### src/rtl/instr_mem_loader_pkg.sv
// -----------------------------------------------------------------------------
// instr_mem_loader_pkg
//   Shared definitions for the instruction-memory loader: FSM state encodings,
//   the HALT instruction word, and the default memory depth.
// -----------------------------------------------------------------------------
package instr_mem_loader_pkg;

  localparam int BITS_FOR_STATE_IMEM = 3;

  typedef enum logic [BITS_FOR_STATE_IMEM-1:0] {
    STATE_IMEM_IDLE    = 3'd0,
    STATE_IMEM_LOADING = 3'd1,
    STATE_IMEM_START   = 3'd2,
    STATE_IMEM_RUNNING = 3'd3,
    STATE_IMEM_HALTED  = 3'd4
  } imem_state_t;

  // All-ones word doubles as "nothing here" for fetches outside the program.
  localparam logic [31:0] HALT_WORD = 32'hFFFF_FFFF;

  localparam int DEFAULT_MEM_DEPTH = 64;

endpackage

### src/rtl/instr_mem_loader_byte_assembler.sv
// -----------------------------------------------------------------------------
// instr_mem_loader_byte_assembler
//   Packs a stream of program bytes into 32-bit instruction words.
//   A word is presented (word_valid high, combinational) on the cycle its
//   fourth byte arrives, or on the cycle done arrives with a partial word
//   pending; missing bytes are zero. A byte arriving together with done is
//   included before padding.
//   Byte order: little-endian (1st byte -> [7:0]) by default; with
//   IMEM_BIG_ENDIAN_EN defined the 1st byte lands in [31:24].
// Ports
//   clk, rst_n   clock, asynchronous active-low reset
//   clear        drop any partial word (flush)
//   byte_valid   load_byte is accepted this cycle
//   load_byte    program byte
//   done         end of stream: flush a partial word
//   word         assembled word
//   word_valid   word must be written this cycle
// -----------------------------------------------------------------------------
module instr_mem_loader_byte_assembler (
  input  logic        clk,
  input  logic        rst_n,
  input  logic        clear,
  input  logic        byte_valid,
  input  logic [7:0]  load_byte,
  input  logic        done,
  output logic [31:0] word,
  output logic        word_valid
);

  logic [1:0]  cnt_r;
  logic [23:0] held_r;
  logic [31:0] held_ext_s;
  logic [7:0]  lane_s [4];

  assign held_ext_s = {8'h00, held_r};

  // Lane i (i-th byte of the word in arrival order): held byte, incoming byte, or zero pad.
  always_comb begin
    for (int i = 0; i < 4; i++) begin
      if (i < int'(cnt_r)) begin
        lane_s[i] = held_ext_s[8*i +: 8];
      end else if ((i == int'(cnt_r)) && byte_valid) begin
        lane_s[i] = load_byte;
      end else begin
        lane_s[i] = 8'h00;
      end
    end
  end

  // Word completes on the 4th byte, or on done with anything pending.
  always_comb begin
    word_valid = (byte_valid && (cnt_r == 2'd3)) ||
                 (done && (byte_valid || (cnt_r != 2'd0)));
  end

  // Map arrival-order lanes onto the word.
  always_comb begin
`ifdef IMEM_BIG_ENDIAN_EN
    word = {lane_s[0], lane_s[1], lane_s[2], lane_s[3]};
`else
    word = {lane_s[3], lane_s[2], lane_s[1], lane_s[0]};
`endif
  end

  // Byte counter and holding register for the partial word.
  always_ff @(posedge clk or negedge rst_n) begin
    if (!rst_n) begin
      cnt_r  <= 2'd0;
      held_r <= 24'h000000;
    end else if (clear || word_valid) begin
      cnt_r  <= 2'd0;
      held_r <= 24'h000000;
    end else if (byte_valid) begin
      cnt_r <= cnt_r + 2'd1;
      case (cnt_r)
        2'd0:    held_r[7:0]   <= load_byte;
        2'd1:    held_r[15:8]  <= load_byte;
        2'd2:    held_r[23:16] <= load_byte;
        default: held_r        <= held_r;
      endcase
    end
  end

endmodule

### src/rtl/instr_mem_loader.sv
// -----------------------------------------------------------------------------
// instr_mem_loader
//   Instruction-fetch responder for the PC. Loads a program byte stream from
//   the debug unit into word memory, pulses o_start when loading finishes,
//   then serves zero-latency fetches from i_pc and raises o_halt once a HALT
//   word is fetched while running.
//   Optional macro IMEM_BIG_ENDIAN_EN: big-endian byte packing (see
//   instr_mem_loader_byte_assembler).
// Ports
//   i_clk, i_reset      clock, asynchronous active-low reset
//   i_load_valid/byte   program byte stream; accepted when o_load_ready
//   i_load_done         end-of-stream pulse
//   i_flush             discard program, back to IDLE
//   i_pc                fetch byte address
//   o_load_ready        byte can be accepted
//   o_instruction       fetched word (HALT_WORD outside the program)
//   o_start             one-cycle start pulse to the PC
//   o_halt              halt to the PC (sticky until flush/reset)
//   o_full              memory completely written
//   o_word_count        number of words stored
// -----------------------------------------------------------------------------
module instr_mem_loader
  import instr_mem_loader_pkg::*;
#(
  parameter int PC_SIZE   = 32,
  parameter int WORD_SIZE = 32,
  parameter int MEM_DEPTH = DEFAULT_MEM_DEPTH,
  localparam int ADDR_BITS = $clog2(MEM_DEPTH)
) (
  input  logic                 i_clk,
  input  logic                 i_reset,
  input  logic                 i_load_valid,
  input  logic [7:0]           i_load_byte,
  input  logic                 i_load_done,
  input  logic                 i_flush,
  input  logic [PC_SIZE-1:0]   i_pc,
  output logic                 o_load_ready,
  output logic [WORD_SIZE-1:0] o_instruction,
  output logic                 o_start,
  output logic                 o_halt,
  output logic                 o_full,
  output logic [ADDR_BITS:0]   o_word_count
);

  localparam logic [ADDR_BITS:0] PTR_FULL = (ADDR_BITS+1)'(MEM_DEPTH);
  localparam logic [ADDR_BITS:0] PTR_ONE  = (ADDR_BITS+1)'(1);
  localparam logic [ADDR_BITS:0] PTR_ZERO = (ADDR_BITS+1)'(0);

  imem_state_t          state_r, state_nxt_s;
  logic [ADDR_BITS:0]   wr_ptr_r, wr_ptr_nxt_s;
  logic                 flush_pend_r, flush_pend_nxt_s;
  logic                 ready_r, ready_nxt_s;
  logic                 full_r, full_nxt_s;
  logic                 start_r, start_nxt_s;

  logic [WORD_SIZE-1:0] mem_r [MEM_DEPTH];

  logic                 in_load_s;
  logic                 flush_eff_s;
  logic                 accept_s;
  logic                 done_s;
  logic                 we_s;
  logic                 word_valid_s;
  logic [31:0]          word_s;
  logic [ADDR_BITS-1:0] fetch_idx_s;
  logic                 pc_in_range_s;
  logic                 fetch_hit_s;
  logic                 halt_hit_s;
  logic                 unused_pc_s;

  assign in_load_s = (state_r == STATE_IMEM_IDLE) || (state_r == STATE_IMEM_LOADING);

  // A flush seen in START is held back until the start pulse has gone out.
  assign flush_eff_s = (i_flush && (state_r != STATE_IMEM_START)) || flush_pend_r;

  // ready_r already encodes "loading and not full"; flush takes precedence over loading.
  assign accept_s = i_load_valid && ready_r && in_load_s && !flush_eff_s;
  assign done_s   = i_load_done && in_load_s && !flush_eff_s;

  instr_mem_loader_byte_assembler u_byte_assembler (
    .clk        (i_clk),
    .rst_n      (i_reset),
    .clear      (flush_eff_s),
    .byte_valid (accept_s),
    .load_byte  (i_load_byte),
    .done       (done_s),
    .word       (word_s),
    .word_valid (word_valid_s)
  );

  // No wrap-around: once full, completed words are discarded.
  assign we_s = word_valid_s && (wr_ptr_r != PTR_FULL);

  // Fetch address decode; the byte offset within a word is irrelevant.
  assign fetch_idx_s   = i_pc[ADDR_BITS+1:2];
  assign pc_in_range_s = (i_pc[PC_SIZE-1:ADDR_BITS+2] == {(PC_SIZE-ADDR_BITS-2){1'b0}});
  assign fetch_hit_s   = pc_in_range_s && ({1'b0, fetch_idx_s} < wr_ptr_r);
  assign unused_pc_s   = ^i_pc[1:0];

  // Fetch mux: words beyond the loaded program (including stale ones after a flush) read as HALT.
  always_comb begin
    if (fetch_hit_s) begin
      o_instruction = mem_r[fetch_idx_s];
    end else begin
      o_instruction = HALT_WORD;
    end
  end

  assign halt_hit_s = (state_r == STATE_IMEM_RUNNING) && (o_instruction == HALT_WORD);
  assign o_halt     = halt_hit_s || (state_r == STATE_IMEM_HALTED);

  // Next state, write pointer and registered-output precompute.
  always_comb begin
    state_nxt_s      = state_r;
    flush_pend_nxt_s = 1'b0;
    wr_ptr_nxt_s     = wr_ptr_r;
    if (we_s) begin
      wr_ptr_nxt_s = wr_ptr_r + PTR_ONE;
    end else begin
      wr_ptr_nxt_s = wr_ptr_r;
    end

    case (state_r)
      STATE_IMEM_IDLE: begin
        if (flush_eff_s) begin
          state_nxt_s = STATE_IMEM_IDLE;
        end else if (done_s) begin
          state_nxt_s = STATE_IMEM_START;
        end else if (accept_s) begin
          state_nxt_s = STATE_IMEM_LOADING;
        end else begin
          state_nxt_s = STATE_IMEM_IDLE;
        end
      end
      STATE_IMEM_LOADING: begin
        if (flush_eff_s) begin
          state_nxt_s = STATE_IMEM_IDLE;
        end else if (done_s) begin
          state_nxt_s = STATE_IMEM_START;
        end else begin
          state_nxt_s = STATE_IMEM_LOADING;
        end
      end
      STATE_IMEM_START: begin
        state_nxt_s      = STATE_IMEM_RUNNING;
        flush_pend_nxt_s = i_flush;
      end
      STATE_IMEM_RUNNING: begin
        if (flush_eff_s) begin
          state_nxt_s = STATE_IMEM_IDLE;
        end else if (halt_hit_s) begin
          state_nxt_s = STATE_IMEM_HALTED;
        end else begin
          state_nxt_s = STATE_IMEM_RUNNING;
        end
      end
      STATE_IMEM_HALTED: begin
        if (flush_eff_s) begin
          state_nxt_s = STATE_IMEM_IDLE;
        end else begin
          state_nxt_s = STATE_IMEM_HALTED;
        end
      end
      default: begin
        state_nxt_s = STATE_IMEM_IDLE;
      end
    endcase

    if (flush_eff_s) begin
      wr_ptr_nxt_s = PTR_ZERO;
    end else begin
      wr_ptr_nxt_s = wr_ptr_nxt_s;
    end

    full_nxt_s  = (wr_ptr_nxt_s == PTR_FULL);
    ready_nxt_s = ((state_nxt_s == STATE_IMEM_IDLE) || (state_nxt_s == STATE_IMEM_LOADING)) &&
                  !full_nxt_s;
    start_nxt_s = (state_nxt_s == STATE_IMEM_START);
  end

  // State, pointer and output registers.
  always_ff @(posedge i_clk or negedge i_reset) begin
    if (!i_reset) begin
      state_r      <= STATE_IMEM_IDLE;
      wr_ptr_r     <= PTR_ZERO;
      flush_pend_r <= 1'b0;
      ready_r      <= 1'b0;
      full_r       <= 1'b0;
      start_r      <= 1'b0;
    end else begin
      state_r      <= state_nxt_s;
      wr_ptr_r     <= wr_ptr_nxt_s;
      flush_pend_r <= flush_pend_nxt_s;
      ready_r      <= ready_nxt_s;
      full_r       <= full_nxt_s;
      start_r      <= start_nxt_s;
    end
  end

  // Program RAM; contents survive flush and reset, validity is tracked by wr_ptr_r.
  always_ff @(posedge i_clk) begin
    if (we_s) begin
      mem_r[wr_ptr_r[ADDR_BITS-1:0]] <= WORD_SIZE'(word_s);
    end
  end

  assign o_load_ready = ready_r;
  assign o_full       = full_r;
  assign o_start      = start_r;
  assign o_word_count = wr_ptr_r;

endmodule

### config.mk
export PLATFORM = sky130hd
export DESIGN_NAME = instr_mem_loader
export DESIGN_NICKNAME = d
export VERILOG_FILES = /design/src/rtl/instr_mem_loader_pkg.sv /design/src/rtl/instr_mem_loader_byte_assembler.sv /design/src/rtl/instr_mem_loader.sv
export SDC_FILE = /design/constraint.sdc
export NUM_CORES = 2
export LEC_CHECK = 0
export CORE_MARGIN = 8
export CORE_UTILIZATION = 60
export DETAILED_ROUTE_END_ITERATION = 6
export PLACE_DENSITY = 0.77
export SYNTH_ARGS = -nofsm -noshare
export SYNTH_HDL_FRONTEND = slang
export SYNTH_SLANG_ARGS = --single-unit
### constraint.sdc
create_clock -name i_clk -period 11.7 [get_ports i_clk]
set_input_delay 2.34 -clock i_clk [delete_from_list [all_inputs] [get_ports i_clk]]
set_output_delay 2.34 -clock i_clk [all_outputs]
set_load 0.02 [all_outputs]
==> impl_metrics.json <==
{
  "status": "completed",
  "hold_ws_ps": 527.2,
  "cts_sinks": 2088,
  "drv_cap": 0,
  "critPathLaunchType": "input port",
  "syn_area_sq_mm": 0.08210,
  "r2r-end": "mem_r[36][0]$_DFFE_PP_",
  "worst_pin_slew_ps": 1307,
  "clkTransAtPathRegs_ps": 60,
  "via_per_inst": 7.162,
  "antenna_found_initial": 4,
  "io_pins": 88,
  "post-synth-top-area-fraction_pct": 74.90,
  "drt_iter0_markers": 7456,
  "timing.rr.start": "state_r[1]$_DFF_PN0_",
  "holdBufCountCts": 0,
  "r2r_slack_ps": 6030,
  "hold_viol": 0,
  "maxSlewHeadroom_pct": 12.86,
  "cp-end-kind": "output port",
  "pwr_density_cell_mw_per_mm2": 166.6,
  "maxSlewViolCount": 0,
  "setup.worst_path.start": "i_pc[4]",
  "wl_met2_um": 104800,
  "crit_path_end": "o_halt",
  "leakagePower_nw": 30.91,
  "clkPwrFrac_pct": 40.8,
  "grt_pass1_vias": 43650,
  "ys_seq_area_share_pct": 76.12,
  "synth-edff-count": 2048,
  "clk_path_buf_depth": 3,
  "hold_class": "flop to flop",
  "reg2reg_depth": 10,
  "io_buffers": 85,
  "synth_top_cell_by_area": "edfxtp_1",
  "dp_hpwl_um": 119200,
  "cts_tree": "done",
  "wl_um": 228100,
  "timing.setup.tns_ps": 0,
  "wl_met3_um": 34250,
  "ys_warn_count": 0,
  "finalClockSkew_ps": 23.70,
  "dieArea_sq_mm": 0.1489,
  "core-area_sq_mm": 0.1356,
  "power.internal_mw": 12.03,
  "num_rows": 135,
  "total_power_mw": 15.30,
  "cts_resized": 0,
  "firstDrtPassIters": 5,
  "synth_common_cells": "edfxtp_1 (2048), mux4_2 (412), mux2i_1 (226)",
  "worstPathRequired_ps": 9360,
  "place_congestion": 0.8329,
  "syn-num-nets": 4002,
  "period_minus_slack_ps": 9809,
  "maxUsedRoutingLayer": "met5",
  "grt_first_pass_wirelength_um": 318000,
  "grt_usage_pct": 30.56,
  "final_util_pct": 67.69,
  "start_util_pct": 60.53,
  "syn_avg_cell_area_sq_um": 20.81,
  "final_cells": 6122,
  "synth_area_leaders": "edfxtp_1 (75%), mux4_2 (11%), mux2i_1 (2.8%)",
  "area_delta_synth_final_pct": 11.82,
  "power_frac_comb_pct": 5.4,
  "drc": 0,
  "dp.cells": 5756,
  "postSynthCellCount": 3946,
  "die_h_um": 385.9,
  "drt-wirelength-per-cell_um": 37.26,
  "ys.flop_type": "edfxtp_1",
  "critPathKind": "input port to output port",
  "cts_buffers": 196,
  "pwr-share-seq_pct": 53.8,
  "cp.arrival_ps": 7470,
  "insertion_delay_ps": 810,
  "antenna_left": 0,
  "swShare_pct": 21.35,
  "ys_ff_latch": 2088,
  "max-vdd-ir-drop_mv": 0.1633,
  "met1_length_um": 76720,
  "postCtsSetupBuffers": 0,
  "dr_total_vias": 43840,
  "finalSetupViolations": 0,
  "grt_overflow": 0,
  "async_reset_ff_share_pct": 1.916,
  "power.switching_mw": 3.265,
  "grt_setup_unrepaired": "false",
  "period_share_pct": 83.84,
  "nets": 4229,
  "yosysMostFrequentCell": "edfxtp_1",
  "fmaxAchievable_mhz": 101.9,
  "htree_levels": 4,
  "synthDistinctLibCells": 90,
  "chipWidth_um": 385.9,
  "layout-drive-gt1-share_pct": 23.32,
  "n_fill_cell": 8083,
  "path_max_fanout": 92,
  "grt_max_degree": 109,
  "cts_root_buf": "clkbuf_16"
}
## cells by family after synthesis
group	share of synthesized area [%]
buffers and inverters	2.182
DFF	76.12
and+or+nand+nor	3.031
AOI/OAI and AO/OA	3.232
xor gates and xnor gates	0.06400
muxes	15.20
adders and majority gates	0.1676
## layout by cell type (no fill, tap or decap), types with 36 or more instances in the layout
cell / count
clkdlybuf4s50_1: 78
a21oi_1: 66
o22ai_1: 36
clkbuf_16: 205
clkinv_1: 51
clkbuf_1: 40
edfxtp_1: 2048
nand2_1: 206
clkinv_2: 43
mux2i_1: 226
dfrtp_1: 40
a22oi_1: 79
nor2_1: 65
nor2_4: 64
buf_4: 154
nand3_1: 67
mux4_2: 412
## state kept, by name, indices dropped and copies added (netlist names)
signal / flops
mem_r: 2048
u_byte_assembler.held_r: 24
o_word_count: 7
state_r: 3
u_byte_assembler.cnt_r: 2
flush_pend_r: 1
o_full: 1
o_load_ready: 1
o_start: 1
## metal layers
layer  GRT usage [%]  vias to the layer above
met4           13.77                        2
met5               0                        -
met1           41.46                    22520
met2           46.55                     3785
li1                -                    16860
met3           8.883                      673
## worst min-delay path by stage
stage,cells after the start,start,slack (ps),endpoint
global placement,2,u_byte_assembler.held_r[4]$_DFFE_PN0P_,510,u_byte_assembler.held_r[4]$_DFFE_PN0P_
finish,2,u_byte_assembler.held_r[5]$_DFFE_PN0P_,530,u_byte_assembler.held_r[5]$_DFFE_PN0P_
floorplan,2,u_byte_assembler.held_r[0]$_DFFE_PN0P_,500,u_byte_assembler.held_r[0]$_DFFE_PN0P_
global route,2,u_byte_assembler.held_r[18]$_DFFE_PN0P_,540,u_byte_assembler.held_r[18]$_DFFE_PN0P_
CTS,2,u_byte_assembler.held_r[5]$_DFFE_PN0P_,520,u_byte_assembler.held_r[5]$_DFFE_PN0P_
detailed placement,2,u_byte_assembler.held_r[5]$_DFFE_PN0P_,520,u_byte_assembler.held_r[5]$_DFFE_PN0P_
## through the flow
| step | area (sq um) | setup WS, ps |
|---|---|---|
| final | 91810 | 1891 |
| after global routing | 91800 | 1809 |
| after CTS | 91800 | 2024 |
| after detailed placement | 85530 | 2028 |
| after global placement | 85530 | 2098 |
| after floorplan | 82100 | 4126 |
## power by group through the flow
| stage | Clock (mW) | Sequential, mW | Combinational, mW |
|---|---|---|---|
| global route | 6.54 | 8.23 | 0.850 |
| global placement | 0 | 8.39 | 0.783 |
| detailed placement | 0 | 8.39 | 0.800 |
| floorplan | 0 | 8.40 | 0.515 |
| finish | 6.24 | 8.23 | 0.822 |
| CTS | 6.26 | 8.23 | 0.807 |
## area by class of cell
| cell class | count | area [sq um] | area share [%] |
|---|---|---|---|
| sequential | 2088 | 62500 | 68.08 |
| multi-input combinational | 1619 | 18590 | 20.25 |
| clock buffer | 249 | 5335 | 5.811 |
| tap | 1781 | 2228 | 2.427 |
| timing repair buffer | 244 | 2117 | 2.306 |
| clock inverter | 115 | 937.1 | 1.021 |
| inverter | 24 | 91.34 | 0.09949 |
| antenna | 2 | 5.005 | 0.005452 |
## critical path, cell delays in order
cell	delay [ps]
buf_8	610
buf_4	810
or2_2	420
o22ai_1	120
a211oi_1	510
nor3b_1	270
a32oi_1	140
a2111oi_2	230
buf_4	260
a41oi_1	240
a2111oi_4	320
buf_4	240
or2_1	120
clkdlybuf4s50_1	590
(Power assumes the default switching activity.)
